[config.mk]
export PLATFORM = sky130hd
export DESIGN_NAME = time_set_ctrl
export DESIGN_NICKNAME = d
export VERILOG_FILES = /design/src/rtl/time_set_ctrl.sv
export SDC_FILE = /design/constraint.sdc
export NUM_CORES = 1
export LEC_CHECK = 0
export CAP_MARGIN = 15
export CELL_PAD_IN_SITES_DETAIL_PLACEMENT = 0
export CELL_PAD_IN_SITES_GLOBAL_PLACEMENT = 1
export CORE_MARGIN = 2
export CORE_UTILIZATION = 47
export CTS_CLUSTER_DIAMETER = 100
export DETAILED_ROUTE_END_ITERATION = 10
export PLACE_DENSITY = 0.83
export SYNTH_ARGS = -nofsm -noshare
export SYNTH_HDL_FRONTEND = slang
export SYNTH_SLANG_ARGS = --single-unit
[constraint.sdc]
create_clock -name clk_1kHz -period 2 [get_ports clk_1kHz]
set_input_delay 0.2 -clock clk_1kHz [delete_from_list [all_inputs] [get_ports clk_1kHz]]
set_output_delay 0.2 -clock clk_1kHz [all_outputs]
set_load 0.01 [all_outputs]
[src/rtl/time_set_ctrl.sv]
// time_set_ctrl: front end of the time-setting path.
// Synchronises and debounces the MODE/UP/DOWN buttons, steps the set-mode
// state machine and produces stretched, mutually exclusive step requests
// (up_n/down_n) that are long enough for the slow 1 Hz counters to sample.
module time_set_ctrl #(
    parameter int DEB_CYC     = 20,
    parameter int STRETCH_CYC = 1000,
    parameter int TIMEOUT_CYC = 30000
) (
    input  logic       clk_1kHz,
    input  logic       rst,
    input  logic       btn_mode_raw,
    input  logic       btn_up_raw,
    input  logic       btn_down_raw,
    output logic [2:0] mode,
    output logic       up_n,
    output logic       down_n
);

    localparam int DEB_W = (DEB_CYC > 1) ? $clog2(DEB_CYC) : 1;
    localparam int STR_W = $clog2(STRETCH_CYC + 1);
    localparam int TO_W  = $clog2(TIMEOUT_CYC);

    localparam int BTN_MODE = 0;
    localparam int BTN_UP   = 1;
    localparam int BTN_DOWN = 2;

    typedef enum logic [2:0] {
        RUN       = 3'b000,
        SET_SEC   = 3'b001,
        SET_HOUR  = 3'b010,
        SET_MIN   = 3'b011,
        SET_DAY   = 3'b100,
        SET_MONTH = 3'b101,
        SET_YEAR  = 3'b110
    } mode_t;

    logic [2:0] raw_vec;
    logic [2:0] deb_level;   // debounced levels, active-low
    logic [2:0] press;       // one-cycle pulse on each debounced 1->0 edge

    assign raw_vec = {btn_down_raw, btn_up_raw, btn_mode_raw};

    // ------------------------------------------------------------------
    // Per-button synchroniser and debouncer
    // ------------------------------------------------------------------
    generate
        for (genvar gi = 0; gi < 3; gi++) begin : g_btn
            logic             sync1_reg;
            logic             sync2_reg;
            logic             deb_reg;
            logic             deb_d_reg;
            logic [DEB_W-1:0] deb_cnt_reg;

            // Two-flop synchroniser, then accept a new level only after it
            // has been stable for DEB_CYC consecutive cycles.
            always_ff @(posedge clk_1kHz or posedge rst) begin
                if (rst) begin
                    sync1_reg   <= 1'b1;
                    sync2_reg   <= 1'b1;
                    deb_reg     <= 1'b1;
                    deb_d_reg   <= 1'b1;
                    deb_cnt_reg <= '0;
                end else begin
                    sync1_reg <= raw_vec[gi];
                    sync2_reg <= sync1_reg;
                    deb_d_reg <= deb_reg;
                    if (sync2_reg == deb_reg) begin
                        deb_cnt_reg <= '0;
                    end else if (deb_cnt_reg == DEB_W'(DEB_CYC - 1)) begin
                        deb_reg     <= sync2_reg;
                        deb_cnt_reg <= '0;
                    end else begin
                        deb_cnt_reg <= deb_cnt_reg + DEB_W'(1);
                    end
                end
            end

            assign deb_level[gi] = deb_reg;
            assign press[gi]     = deb_d_reg & ~deb_reg;
        end
    endgenerate

    // ------------------------------------------------------------------
    // Mode FSM, timeout and step-request stretching
    // ------------------------------------------------------------------
    mode_t            mode_reg;
    mode_t            mode_next;
    logic             up_n_reg;
    logic             down_n_reg;
    logic [STR_W-1:0] str_cnt_reg;
    logic [TO_W-1:0]  to_cnt_reg;
    logic             any_low;
    logic             timeout_hit;
    logic             in_set;

    assign any_low     = ~&deb_level;
    assign in_set      = (mode_reg != RUN);
    assign timeout_hit = in_set && !any_low && (to_cnt_reg == TO_W'(TIMEOUT_CYC - 1));

    // Next mode in the MODE-button cycle
    always_comb begin
        mode_next = RUN;
        case (mode_reg)
            RUN:       mode_next = SET_SEC;
            SET_SEC:   mode_next = SET_HOUR;
            SET_HOUR:  mode_next = SET_MIN;
            SET_MIN:   mode_next = SET_DAY;
            SET_DAY:   mode_next = SET_MONTH;
            SET_MONTH: mode_next = SET_YEAR;
            default:   mode_next = RUN;
        endcase
    end

    // MODE press and timeout take priority and always cancel a stretch,
    // so mode never moves while a step request is low.
    always_ff @(posedge clk_1kHz or posedge rst) begin
        if (rst) begin
            mode_reg    <= RUN;
            up_n_reg    <= 1'b1;
            down_n_reg  <= 1'b1;
            str_cnt_reg <= '0;
            to_cnt_reg  <= '0;
        end else if (press[BTN_MODE]) begin
            mode_reg    <= mode_next;
            up_n_reg    <= 1'b1;
            down_n_reg  <= 1'b1;
            str_cnt_reg <= '0;
            to_cnt_reg  <= '0;
        end else if (timeout_hit) begin
            mode_reg    <= RUN;
            up_n_reg    <= 1'b1;
            down_n_reg  <= 1'b1;
            str_cnt_reg <= '0;
            to_cnt_reg  <= '0;
        end else begin
            if (!in_set || any_low) begin
                to_cnt_reg <= '0;
            end else begin
                to_cnt_reg <= to_cnt_reg + TO_W'(1);
            end

            // str_cnt counts low cycles of the active request, saturating
            // once the minimum width is met; the request then persists
            // while its button stays held (auto-repeat).
            if (!up_n_reg) begin
                if (str_cnt_reg >= STR_W'(STRETCH_CYC) && deb_level[BTN_UP]) begin
                    up_n_reg    <= 1'b1;
                    str_cnt_reg <= '0;
                end else if (str_cnt_reg < STR_W'(STRETCH_CYC)) begin
                    str_cnt_reg <= str_cnt_reg + STR_W'(1);
                end
            end else if (!down_n_reg) begin
                if (str_cnt_reg >= STR_W'(STRETCH_CYC) && deb_level[BTN_DOWN]) begin
                    down_n_reg  <= 1'b1;
                    str_cnt_reg <= '0;
                end else if (str_cnt_reg < STR_W'(STRETCH_CYC)) begin
                    str_cnt_reg <= str_cnt_reg + STR_W'(1);
                end
            end else if (in_set && press[BTN_UP]) begin
                up_n_reg    <= 1'b0;
                str_cnt_reg <= STR_W'(1);
            end else if (in_set && press[BTN_DOWN]) begin
                down_n_reg  <= 1'b0;
                str_cnt_reg <= STR_W'(1);
            end
        end
    end

    assign mode   = mode_reg;
    assign up_n   = up_n_reg;
    assign down_n = down_n_reg;

endmodule
==> summary.md, run 1 <==
| Metric | Value |
|---|---|
| Vias | `~2000` |
| # port buffers | `9` |
| Crit path from | `to_cnt_reg[0]` |
| Post-synth cell types | `42` |
| Area occupied by multi-input gates | `between 1000 and 1500 um2` |
| Sequential share of the synthesized area | `0.5348` |
| XOR/XNOR Fraction of Synth Area | `0.07461` |
| Compound-Gate Fraction of Synth Area | `0.09222` |
| CP Data Arrival Time | `roughly 2.1 ns` |
| Gate power share | `0.045` |
| Slew margin rel. | `0.6964` |
| Final Hold Vio Count | `0` |
| Worst endpoint required time | `2.20 ns` |
| Reg-to-reg slack, setup | `around 0.14 ns` |
| DRT iter0 DRCs | `110` |
| Setup WS pre-CTS | `0.09074 ns` |
| Worst Path Max Fanout | `7` |
| Largest family of logic cells by synthesized area | `simple AND/OR/NAND/NOR gates` |
| Pleak | `roughly 1.3 nW` |
| CTS tree | `built` |
| First-pass GRT wire length | `between 8 and 9 mm` |
| Clock sinks | `57` |
| Die X-Extent | `~80 um` |
| Initial Utilization | `0.4874` |
| Layout area overhead | `19.60%` |
| Rows | `27` |
| Flop pwr share | `0.490` |
| Number of remaining DRC errors | `0` |
| Final net count | `between 300 and 400` |
| All-layer global routing usage | `0.1804` |
| Pwr Density | `roughly 770 nW/um2` |
| P_sw | `538.1 uW` |
| Post-synthesis async set-or-reset flop share | `1.000` |
| # IOs | `10` |
| Post-synth EDFFs | `0` |
| Critical path cell sequence | `ha_1, nand3_1, nor3_1, a31oi_4, nand2_1, o221ai_1` |
| Most used DFF post-synth | `dfrtp_1` |
| Syn_nets | `282` |
| Post-Synthesis Cells | `approximately 270` |
| Count leader, synth | `dfrtp_1` |
| WP buf/inv | `0` |
| CTS Root Cell | `clkbuf_8` |
| Drt wl/cell | `between 10 and 15 um` |
| Slew Viols, Final | `0` |
| Ys Warns | `0` |
| Ant diodes | `0` |
| Clk pwr share | `0.464` |
| Top delay family on crit path | `simple AND/OR/NAND/NOR gates` |
| Worst-Skew Late Latency | `about 0.33 ns` |
| Switching share of power | `0.2169` |
| Post-route ant nets | `0` |
| Htree depth | `3` |
| Pin count of the biggest net entering global routing | `33` |
| Post-synthesis instance area | `2700 um2` |
| Detailed Route WL | `a little over 5 mm` |
| Int Pwr | `1.943 mW` |
| Share of the synthesized area in the top cell type | `0.3985` |
| GPL Wtd Cong | `between 0.7 and 0.8` |
| Tcrit/Tclk final | `0.9276` |
| Core Area | `between 5000 and 6000 um2` |
| Critical path launch point type | `flop` |
| Largest area contributor in the netlist | `dfrtp_1` |
| Top cells by count, synth | `dfrtp_1 (43), nor2_1 (42), nand3_1 (24), nand2_1 (22), dfstp_2 (14)` |
| Crit path time final | `approximately 1.9 ns` |
| Post-DR vias/cell | `~5.3` |
| Synth Register Bits | `between 50 and 60` |
| Fillers | `between 400 and 500` |
| Fmax | `about 0.54 GHz` |
| Post-Synth Adder-Cell Area | `0.02780` |
| Die Span Y | `around 80 um` |
| FF+latch area | `1444 um2` |
| WS Path Type | `reg -> reg` |
| Overall Power | `between 2 and 2.5 mW` |
| Worst path max stage delay | `0.39 ns` |
| Worst-margin pin slew | `between 0.4 and 0.5 ns` |
| Post-Synth Simple-Gate Area | `0.2303` |
| Setup crit end kind | `flop` |
| Reg2reg start | `to_cnt_reg[0]` |
| Mux cell area share after synthesis | `0.01668` |
| Die Footprint | `roughly 6400 um2` |
| Mean Syn Cell Area | `around 10 um2` |
| Initial antenna violation count | `0` |
| Type of the tightest min-delay check | `in -> async` |
| Share of layout cells above drive strength 1 | `0.1883` |
| Post-DP HPWL | `3.387 mm` |
| Area contributors post-synth | `dfrtp_1 (40%), dfstp_2 (14%), nor2_1 (5.8%), nand3_1 (4.4%), xnor2_1 (4.2%)` |
| Clock Path Buffers | `2` |
| Peak VDD IR | `~500 uV` |
| Total global routing overflow | `0` |
| Vias in the first global route | `about 1900` |
| Final WS setup | `between 0.1 and 0.15 ns` |
| Worst-path clk slew | `0.07 ns` |
| Hold_buf cts | `0` |
| Final setup viols | `0` |
| Drt first pass iters | `4` |
| Outcome | `complete, no violations` |
| Slowest-stage cell, CP | `dfrtp_1` |
| Skew final | `between 0.005 and 0.006 ns` |
| Max-Cap Viols | `0` |
| CTS Buf Count | `9` |
## path summary, 6_finish.rpt
path | end | depth (start not counted)
max in group asynchronous | g_btn[2].deb_reg | 3
min in group clk_1kHz | g_btn[2].sync1_reg | 1
max reg2reg | str_cnt_reg[1] | 6
min reg2reg | g_btn[0].sync2_reg | 0
min | g_btn[0].deb_cnt_reg[2] | 2
max | str_cnt_reg[1] | 6
## cell type report
type                            count  area share
Clock buffer                       11     0.04068
Clock inverter                      5     0.02441
Inverter                           11     0.01279
Multi-Input combinational cell    198      0.3719
Sequential cell                    57      0.4471
Tap cell                           72     0.02790
Timing Repair Buffer               26     0.07516
## routing by layer
| metal | up-vias | global-route usage | part of all wire |
|---|---|---|---|
| met5 | - | 0 | 0 |
| met4 | 0 | 0.08644 | 0.016 |
| met3 | 8 | 0.04072 | 0.040 |
| met2 | 45 | 0.2731 | 0.46 |
| met1 | 967 | 0.2454 | 0.48 |
| li1 | 1007 | - | - |
## power by group through the flow
stage                     logic [mW]  clock network (mW)  registers, mW
after floorplan               0.0668                   0           1.24
after global placement         0.113                   0           1.24
after detailed placement       0.115                   0           1.24
after CTS                      0.116                1.18           1.22
after global routing           0.134                1.23           1.22
final                          0.113                1.15           1.22
## logic make-up (layout without fill, tap and decap cells)
| kind of cell | Yosys count | after routing |
|---|---|---|
| simple gates | 129 | 129 |
| xor+xnor | 23 | 23 |
| flops | 57 | 57 |
| compound gates | 36 | 36 |
| buf+inv | 16 | 53 |
| mux | 4 | 4 |
| fa+ha+maj | 6 | 6 |
## through the flow
step           cells  setup TNS, ns  hold slack (ns)    util  instance area, um2
6_report         380              0           0.1244  0.5829                3229
5_1_grt          380       -0.08443           0.1468  0.5829                3229
4_1_cts          378              0           0.1147  0.5786                3206
3_5_place_dp     362              0           0.3479  0.5407                2995
3_3_place_gp     362              0           0.3463  0.5407                2995
2_1_floorplan    271              0           0.2045       -                2700
## timing repair
action / 4_1_cts / 5_1_grt
setup endpoints to repair: 0 / 7
setup buffers: 0 / 2
gates resized for setup: 0 / 1
## placed cells by master (no fill, tap or decap), types with 3 or more instances in the layout
cell	n
a21oi_1	4
buf_4	15
clkbuf_8	9
clkdlybuf4s50_1	9
dfrtp_1	43
dfstp_2	14
ha_1	6
inv_1	10
mux2_2	4
nand2_1	22
nand2b_1	5
nand3_1	24
nand4_1	10
nor2_1	42
nor2b_1	3
nor3_1	9
o211ai_1	6
o21ai_0	6
o21ai_1	5
xnor2_1	13
xor2_1	10
Note: power is estimated with default switching activity, not from simulation.
==> run 2, diff against run 1 <==
--- a/config.mk
+++ b/config.mk
@@ -13,6 +13,7 @@
 export CTS_CLUSTER_DIAMETER = 100
 export DETAILED_ROUTE_END_ITERATION = 10
 export PLACE_DENSITY = 0.83
+export SLEW_MARGIN = 20
 export SYNTH_ARGS = -nofsm -noshare
 export SYNTH_HDL_FRONTEND = slang
 export SYNTH_SLANG_ARGS = --single-unit
==> results of run 2 <==
No change in the layout: final DEF, timing and power equal those of run 1.
==> run 3, diff against run 2 <==
--- a/config.mk
+++ b/config.mk
@@ -17,3 +17,4 @@
 export SYNTH_ARGS = -nofsm -noshare
 export SYNTH_HDL_FRONTEND = slang
 export SYNTH_SLANG_ARGS = --single-unit
+export TNS_END_PERCENT = 5
==> results of run 3 <==
No change in the layout: final DEF, timing and power equal those of run 1.
